--- src/rtl/ps2_key_decoder.sv ---
// PS/2 keyboard receiver: filtered clk/data deserialiser plus a byte FSM that folds E0/F0
// prefixes into one {toggle,pressed,ext,code} event per make/break and drops Pause/system bytes.
module ps2_key_decoder #(
    parameter int FILT_LEN = 8,
    parameter int TIMEOUT  = 50000
) (
    input  logic        clk_sys,
    input  logic        RESET,
    input  logic        ps2_clk_in,
    input  logic        ps2_dat_in,
    output logic [10:0] ps2_key,
    output logic        key_stb,
    output logic        frame_err
);
    localparam int FW = $clog2(FILT_LEN + 1);
    localparam int TW = $clog2(TIMEOUT + 1);

    localparam logic [1:0] ST_IDLE   = 2'd0;
    localparam logic [1:0] ST_DATA   = 2'd1;
    localparam logic [1:0] ST_PARITY = 2'd2;
    localparam logic [1:0] ST_STOP   = 2'd3;

    logic [1:0] pin_raw;
    logic [1:0] pin_filt;
    assign pin_raw = {ps2_dat_in, ps2_clk_in};

    // Bit 0 is the PS/2 clock, bit 1 the data line; both get identical conditioning.
    for (genvar gi = 0; gi < 2; gi++) begin : g_filt
        logic          s1_q, s2_q, f_q, f_d;
        logic [FW-1:0] cnt_q, cnt_d;

        always_comb begin
            f_d   = f_q;
            cnt_d = '0;
            if (s2_q != f_q) begin
                if (cnt_q == FW'(FILT_LEN - 1)) begin
                    f_d = s2_q;
                end else begin
                    cnt_d = cnt_q + FW'(1);
                end
            end
        end

        always_ff @(posedge clk_sys) begin
            if (RESET) begin
                s1_q  <= 1'b1;
                s2_q  <= 1'b1;
                f_q   <= 1'b1;
                cnt_q <= '0;
            end else begin
                s1_q  <= pin_raw[gi];
                s2_q  <= s1_q;
                f_q   <= f_d;
                cnt_q <= cnt_d;
            end
        end

        assign pin_filt[gi] = f_q;
    end

    logic clk_prev_q;
    logic fall;
    logic dat;
    assign fall = clk_prev_q & ~pin_filt[0];
    assign dat  = pin_filt[1];

    logic [1:0]    state_q, state_d;
    logic [3:0]    bit_cnt_q, bit_cnt_d;
    logic [7:0]    shift_q, shift_d;
    logic          parity_q, parity_d;
    logic [TW-1:0] to_q, to_d;
    logic          byte_ok_q, byte_ok_d;
    logic          frame_err_q, frame_err_d;
    logic          ext_q, ext_d;
    logic          rel_q, rel_d;
    logic [2:0]    skip_q, skip_d;
    logic [10:0]   ps2_key_q, ps2_key_d;
    logic          key_stb_q, key_stb_d;

    always_comb begin
        state_d     = state_q;
        bit_cnt_d   = bit_cnt_q;
        shift_d     = shift_q;
        parity_d    = parity_q;
        to_d        = '0;
        byte_ok_d   = 1'b0;
        frame_err_d = 1'b0;

        if (state_q != ST_IDLE) begin
            to_d = fall ? '0 : to_q + TW'(1);
        end

        if (state_q != ST_IDLE && !fall && to_q == TW'(TIMEOUT - 1)) begin
            frame_err_d = 1'b1;
            state_d     = ST_IDLE;
            bit_cnt_d   = 4'd0;
            to_d        = '0;
        end else if (fall) begin
            case (state_q)
                ST_IDLE: begin
                    if (!dat) begin
                        state_d   = ST_DATA;
                        bit_cnt_d = 4'd1;
                    end
                end
                ST_DATA: begin
                    shift_d   = {dat, shift_q[7:1]};
                    bit_cnt_d = bit_cnt_q + 4'd1;
                    if (bit_cnt_q == 4'd8) begin
                        state_d = ST_PARITY;
                    end
                end
                ST_PARITY: begin
                    parity_d  = dat;
                    bit_cnt_d = 4'd10;
                    state_d   = ST_STOP;
                end
                default: begin
                    // Odd parity over data+parity, and the stop bit must be high.
                    if ((^shift_q ^ parity_q) && dat) begin
                        byte_ok_d = 1'b1;
                    end else begin
                        frame_err_d = 1'b1;
                    end
                    state_d   = ST_IDLE;
                    bit_cnt_d = 4'd0;
                end
            endcase
        end
    end

    always_comb begin
        ext_d     = ext_q;
        rel_d     = rel_q;
        skip_d    = skip_q;
        ps2_key_d = ps2_key_q;
        key_stb_d = 1'b0;

        if (byte_ok_q) begin
            if (skip_q != 3'd0) begin
                skip_d = skip_q - 3'd1;
            end else begin
                case (shift_q)
                    8'hE1: skip_d = 3'd7;
                    8'hE0: ext_d  = 1'b1;
                    8'hF0: rel_d  = 1'b1;
                    8'h00, 8'hAA, 8'hEE, 8'hFA,
                    8'hFC, 8'hFD, 8'hFE, 8'hFF: ;
                    default: begin
                        ps2_key_d = {~ps2_key_q[10], ~rel_q, ext_q, shift_q};
                        key_stb_d = 1'b1;
                        ext_d     = 1'b0;
                        rel_d     = 1'b0;
                    end
                endcase
            end
        end
    end

    always_ff @(posedge clk_sys) begin
        if (RESET) begin
            clk_prev_q  <= 1'b1;
            state_q     <= ST_IDLE;
            bit_cnt_q   <= 4'd0;
            shift_q     <= 8'd0;
            parity_q    <= 1'b0;
            to_q        <= '0;
            byte_ok_q   <= 1'b0;
            frame_err_q <= 1'b0;
            ext_q       <= 1'b0;
            rel_q       <= 1'b0;
            skip_q      <= 3'd0;
            ps2_key_q   <= 11'd0;
            key_stb_q   <= 1'b0;
        end else begin
            clk_prev_q  <= pin_filt[0];
            state_q     <= state_d;
            bit_cnt_q   <= bit_cnt_d;
            shift_q     <= shift_d;
            parity_q    <= parity_d;
            to_q        <= to_d;
            byte_ok_q   <= byte_ok_d;
            frame_err_q <= frame_err_d;
            ext_q       <= ext_d;
            rel_q       <= rel_d;
            skip_q      <= skip_d;
            ps2_key_q   <= ps2_key_d;
            key_stb_q   <= key_stb_d;
        end
    end

    assign ps2_key   = ps2_key_q;
    assign key_stb   = key_stb_q;
    assign frame_err = frame_err_q;

endmodule

--- config.mk ---
export PLATFORM = sky130hd
export DESIGN_NAME = ps2_key_decoder
export DESIGN_NICKNAME = d
export VERILOG_FILES = /design/src/rtl/ps2_key_decoder.sv
export SDC_FILE = /design/constraint.sdc
export NUM_CORES = 1
export LEC_CHECK = 0
export CORE_ASPECT_RATIO = 0.5
export CORE_MARGIN = 2
export CORE_UTILIZATION = 43
export CTS_BUF_LIST = sky130_fd_sc_hd__clkbuf_2 sky130_fd_sc_hd__clkbuf_4 sky130_fd_sc_hd__clkbuf_8
export DETAILED_ROUTE_END_ITERATION = 8
export DONT_BUFFER_PORTS = 1
export SLEW_MARGIN = 10
export SYNTH_ARGS = -nofsm -noshare
export SYNTH_HDL_FRONTEND = slang
export SYNTH_SLANG_ARGS = --single-unit
--- constraint.sdc ---
create_clock -name clk_sys -period 2.8 [get_ports clk_sys]
set_input_delay 0.7 -clock clk_sys [delete_from_list [all_inputs] [get_ports clk_sys]]
set_output_delay 0.7 -clock clk_sys [all_outputs]
set_load 0.03 [all_outputs]
==> qor.yml, run 1 <==
track_usage: 0.158
hold_class: "reg2reg"
max_stage_delay_ns: 0.60
cp_top_family: "simple AND/OR/NAND/NOR gates"
synth.distinct_cells: 44
ys_seq_elements: 65
run_status: "complete, no violations"
drtIter0Drc: 124
wl_per_cell_microns: 12.4
fp.dieH_microns: 63.9
postSynthAreaPerCell_sq_um: 8.85
slew_headroom: 0.478
cp_cell_sequence: "inv_1 -> ha_1 -> nor3_1 -> o21ai_0 -> nor4_2 -> buf_4 -> mux2i_1"
setup_viol: 0
cp_data_required_time_ns: 3.07
portBuffers: 0
start_util: 0.454
synth_cells: 349
h-tree-depth: 3
gr-total-overflow: 0
max_freq_mhz: 433
drtAntennaViolNets: 0
drt_pre_antenna_iters: 4
vias_per_cell: 5.26
p_per_area_nw_per_um2: 491
cts.sinks: 65
syn-cell-area_sq_um: 3090
die_area_sq_um: 7920
wl_microns: 5540
arrival_ns: 2.58
worstSkewPairLatency_ns: 0.34
synth_edf_count: 0
hold_buffers: 0
synth_area_leader_cell: "dfxtp_1"
num_vias: 2349
die_w_microns: 124
dpl.cell_count: 433
clockBufferDepth: 2
ir_drop_mv: 0.196
place_congestion: 0.898
synth.top_cell.area_share: 0.421
cap_violations: 0
antenna_found_initial: 0
hold_violations: 0
path_max_fanout: 6
leakage_nw: 1.13
cts_setup_buffers: 0
cts-root-buf: "clkbuf_8"
drive_gt1_frac: 0.0845
fin_tns_setup_ns: 0
netlist_top_cells_count: "65 x dfxtp_1, 45 x nand2_1, 36 x nor2_1"
worstSetupEndpointType: "flip-flop"
yosysWarnings: 0
grt_pass1_wl_microns: 9760
async_flop_share: 0
rows: 21
rsz0062_at_grt: "no"
critPathLaunchType: "flip-flop"
core_area_sq_um: 6810
grt_pass1_vias: 2256
synthesis.nets: 377
setup_ws_ns: 0.490
io_pins: 17
num-nets-final: 380
ys_top_cells_by_area: "dfxtp_1 42%, ha_1 9.7%, nand2_1 5.5%, nor2_1 4.4%, xnor2_1 4.3%"
finalCriticalPeriod_ns: 2.31
fin_skew_ns: 0.00617
fill_cells: 647
synth_flop_cell: "dfxtp_1"
grt_max_degree: 30
area_delta_synth_final_pct: 8.75
crit_slowest_cell: "nor4_2"
cts_resized: 0
fin_cells: 447
path_buf_inv: 2
min_period_over_period: 0.825
ys_seq_area_frac: 0.421
slew_viol_final: 0
multi_input_area_sq_um: 1670
tightestPinTransition_ns: 0.782
clk_pin_slew_ns: 0.06
cts_tree: "yes"
ff_latch_area_sq_um: 1300
cts_buffers: 9
crit_type: "reg2reg"
pre_cts_slack_ns: 0.511
remaining_drc_errors: 0
synth_most_common_cell: "dfxtp_1"
power_mw: 1.65
diodes: 0
dp_hpwl_microns: 3960
-- routing by layer --
layer,global-route usage,wire length (microns)
met1,0.193,2820
met2,0.253,2430
met3,0.0598,209
met4,0.0611,80
met5,0,0
-- final timing paths --
kind	start	slack, ns	cells past startpoint	to
min	g_filt[0].s1_q	0.42	1	g_filt[0].s2_q
min reg2reg	g_filt[0].s1_q	0.42	1	g_filt[0].s2_q
max reg2reg	shift_q[1]	0.49	7	ps2_key[7]
max	shift_q[1]	0.49	7	ps2_key[7]
-- cell type report --
class                   instances  share of cell area
well taps                      92              0.0343
multi-input cells             253               0.498
clock buffers                  14              0.0518
repair buffers                  3             0.00670
inverters                      20              0.0223
flip-flops and latches         65               0.387
-- worst reg2reg max path, stage by stage (launching register included) --
cell and delay (ns):
dfxtp_1 0.42, inv_1 0.10, ha_1 0.25, nor3_1 0.20, o21ai_0 0.21, nor4_2 0.60, buf_4 0.27, mux2i_1 0.19
-- power by group --
part | switching [mW] | total, mW | internal [mW]
Clock | 0.315 | 0.705 | 0.390
Sequential | 0.00174 | 0.930 | 0.928
Combinational | 0.00938 | 0.0140 | 0.00463
-- registers in the layout, indices dropped and copies added, names as in the netlist, 2 cells and up --
register / flops
bit_cnt_q: 4
g_filt.cnt_q: 8
g_filt.s1_q: 2
g_filt.s2_q: 2
ps2_key: 11
shift_q: 8
skip_q: 3
state_q: 2
to_q: 16
-- layout by cell type, fill, tap and decap left out, types with 8 or more instances in the layout --
master / instances
clkbuf_8: 11
nand3_1: 18
a21oi_1: 18
dfxtp_1: 65
nor2_1: 36
ha_1: 24
inv_1: 20
nand4_1: 8
xnor2_1: 15
nand2_1: 45
mux2i_1: 13
-- logic make-up (layout without fill, tap and decap cells) --
family | count (synthesis) | in the layout | synth area share
AO/OA/AOI/OAI | 39 | 39 | 0.0814
XOR/XNOR | 21 | 21 | 0.0640
adder cells (fa/ha/maj) | 24 | 24 | 0.0972
buffers and inverters | 31 | 37 | 0.0397
flip-flops | 65 | 65 | 0.421
multiplexers | 15 | 15 | 0.0494
AND/OR/NAND/NOR | 154 | 154 | 0.247
-- per-stage QoR --
| stage | hold WS, ns | utilization | area [sq um] |
|---|---|---|---|
| CTS | 0.404 | 0.494 | 3360 |
| detailed placement | 0.402 | 0.468 | 3190 |
| floorplan | 0.389 | - | 3090 |
| global route | 0.407 | 0.494 | 3360 |
| finish | 0.416 | 0.494 | 3360 |
| global placement | 0.399 | 0.468 | 3190 |
No activity file was read; power rests on OpenSTA's default activity.
==> run 2, diff against run 1 <==
Clock period 2.8 ns to 1.9 ns, I/O delays scaled along.
==> qor.yml, run 2 (synthesized netlist as in run 1, its figures left out) <==
worstSetupEndpointType: "flip-flop"  # unchanged
die_w_microns: 124  # unchanged
clkPwrFrac: 0.473  # was 0.427
leakage_nw: 1.29  # was 1.13 nW
drtAntennaViolNets: 0  # unchanged
core_area_sq_um: 6810  # unchanged
hold_path_depth: 1  # unchanged
ff_latch_area_sq_um: 1310  # was 1300 sq um
grt_pass1_wl_microns: 10600  # was 9760 microns
slew_headroom: 0.688  # was 0.478
power_mw: 2.64  # was 1.65 mW
grt_pass1_vias: 2363  # was 2256
finalCriticalPeriod_ns: 1.93  # was 2.31 ns
regMostFlops: "to_q"  # unchanged
fin_skew_ns: 0.00605  # was 0.00617 ns
reg2reg_depth: 7  # unchanged
fin_cells: 476  # was 447
grt_max_degree: 30  # unchanged
swShare: 0.210  # was 0.198
drt-met1-wl_microns: 3130  # was 2820 microns
worstSkewPairLatency_ns: 0.35  # was 0.34 ns
gr-total-overflow: 0  # unchanged
p_per_area_nw_per_um2: 707  # was 491 nW/um^2
cts-root-buf: "clkbuf_8"  # unchanged
io_pins: 17  # unchanged
rows: 21  # unchanged
p_sw_mw: 0.555  # was 0.326 mW
seq_power_share: 0.518  # was 0.564
num_vias: 2465  # was 2349
rsz0062_at_grt: "yes"  # was no
wl_met3_microns: 293  # was 209 microns
diodes: 0  # unchanged
setup_viol: 5  # was 0
cts_buffers: 9  # unchanged
fp.dieH_microns: 63.9  # unchanged
clockBufferDepth: 2  # unchanged
cts_tree: "yes"  # unchanged
h-tree-depth: 3  # unchanged
dpl.cell_count: 453  # was 433
fill_cells: 596  # was 647
multi_input_area_sq_um: 1790  # was 1670 sq um
clk_pin_slew_ns: 0.07  # was 0.06 ns
placed_cell_area_sq_um: 3340  # was 3190 sq um
num-nets-final: 407  # was 380
wl_per_cell_microns: 13.6  # was 12.4 microns
dp_hpwl_microns: 4380  # was 3960 microns
tightestPinTransition_ns: 0.468  # was 0.782 ns
drtIter0Drc: 94  # was 124
ir_drop_mv: 0.388  # was 0.196 mV
top_layer_used: "met4"  # unchanged
max_freq_mhz: 518  # was 433 MHz
largest_reg_flops: 16  # unchanged
crit_type: "reg2reg"  # unchanged
cp_data_required_time_ns: 2.14  # was 3.07 ns
violations: "setup timing"
place_congestion: 0.849  # was 0.898
cts.sinks: 65  # unchanged
area_delta_synth_final_pct: 20.9  # was 8.75%
setup_ws_ns: -0.0318  # was 0.490 ns
min_period_over_period: 1.02  # was 0.825
remaining_drc_errors: 0  # unchanged
start_util: 0.454  # unchanged
vias_per_cell: 5.18  # was 5.26
drt_pre_antenna_iters: 4  # unchanged
cap_violations: 0  # unchanged
wl_met2_microns: 2910  # was 2430 microns
path_max_fanout: 3  # was 6
final_cell_mix: "57 x dfxtp_1, 45 x nand2_1, 36 x nor2_1, 29 x buf_4"  # was 65 x dfxtp_1, 45 x nand2_1, 36 x nor2_1, 24 x ha_1, 20 x inv_1
drive_gt1_frac: 0.224  # was 0.0845
antenna_found_initial: 0  # unchanged
finalInstanceArea_sq_um: 3730  # was 3360 sq um
pre_cts_slack_ns: -0.0686  # was 0.511 ns
hold_violations: 0  # unchanged
slew_viol_final: 0  # unchanged
p_int_mw: 2.08  # was 1.32 mW
die_area_sq_um: 7920  # unchanged
combPwrFrac: 0.009  # was 0.008
track_usage: 0.173  # was 0.158
portBuffers: 0  # unchanged
arrival_ns: 2.17  # was 2.58 ns
critPathLaunchType: "flip-flop"  # unchanged
run_status: "finished with violations"  # was complete, no violations
fin_util: 0.549  # was 0.494
hold_class: "in2reg"  # was reg2reg
final_common_cell: "dfxtp_1"  # unchanged
wl_microns: 6470  # was 5540 microns
run 2: changes by cell type in the layout (fill, tap and decap cells not counted), moves of 6 or more:
cell,previous run,this run
inv_2,0,6
dfxtp_1,65,57
ha_1,24,16
buf_4,3,29
dfxtp_2,0,7
inv_1,20,14
run 2: per-layer routing:
metal | GRT usage | up-vias
met4 | 0.0753 | 0
met3 | 0.0643 | 14
met5 | 0 | -
li1 | - | 1254
met2 | 0.262 | 39
met1 | 0.221 | 1158
run 2: metrics by stage:
step           TNS (ns)  hold slack [ns]
2_1_floorplan         0            0.389
3_3_place_gp          0            0.398
3_5_place_dp     -0.275            0.402
4_1_cts        -0.00143            0.159
5_1_grt          -0.920            0.159
6_report         -0.101            0.190
run 2: timing repair:
action                                  in CTS  in global routing
hold buffers                                 0                  0
setup buffers                                0                  7
endpoints found under the setup margin      15                 26
resized for setup                            4                 31
pin swaps                                    4                  7
run 2: cell type report:
class | instances | share of cell area
timing repair buffer | 30 | 0.0613
clock buffer | 12 | 0.0442
sequential | 65 | 0.352
tap | 92 | 0.0308
inverter | 20 | 0.0201
multi-input combinational | 253 | 0.478
clock inverter | 4 | 0.0134
run 2: critical path, cell delays in order, from the launching register on:
cell and delay, ns:
dfxtp_2 0.33, buf_4 0.14, ha_4 0.16, nand4_1 0.12
nand4_1 0.24, nor4_4 0.35, buf_4 0.19, mux2_4 0.30
run 2: path summary, 6_finish.rpt:
path,start,to,slack (ns)
max,shift_q[0],ps2_key[10],-0.03
min,RESET,shift_q[3],0.19
max reg2reg,shift_q[0],ps2_key[10],-0.03
min reg2reg,g_filt[0].s1_q,g_filt[0].s2_q,0.42
run 2: power groups by stage:
stage | logic, mW | registers [mW] | clock network, mW
after floorplan | 0.0239 | 1.40 | 0
after detailed placement | 0.0230 | 1.40 | 0
after CTS | 0.0232 | 1.37 | 1.29
final | 0.0234 | 1.37 | 1.25
after global routing | 0.0263 | 1.37 | 1.34
after global placement | 0.0220 | 1.40 | 0
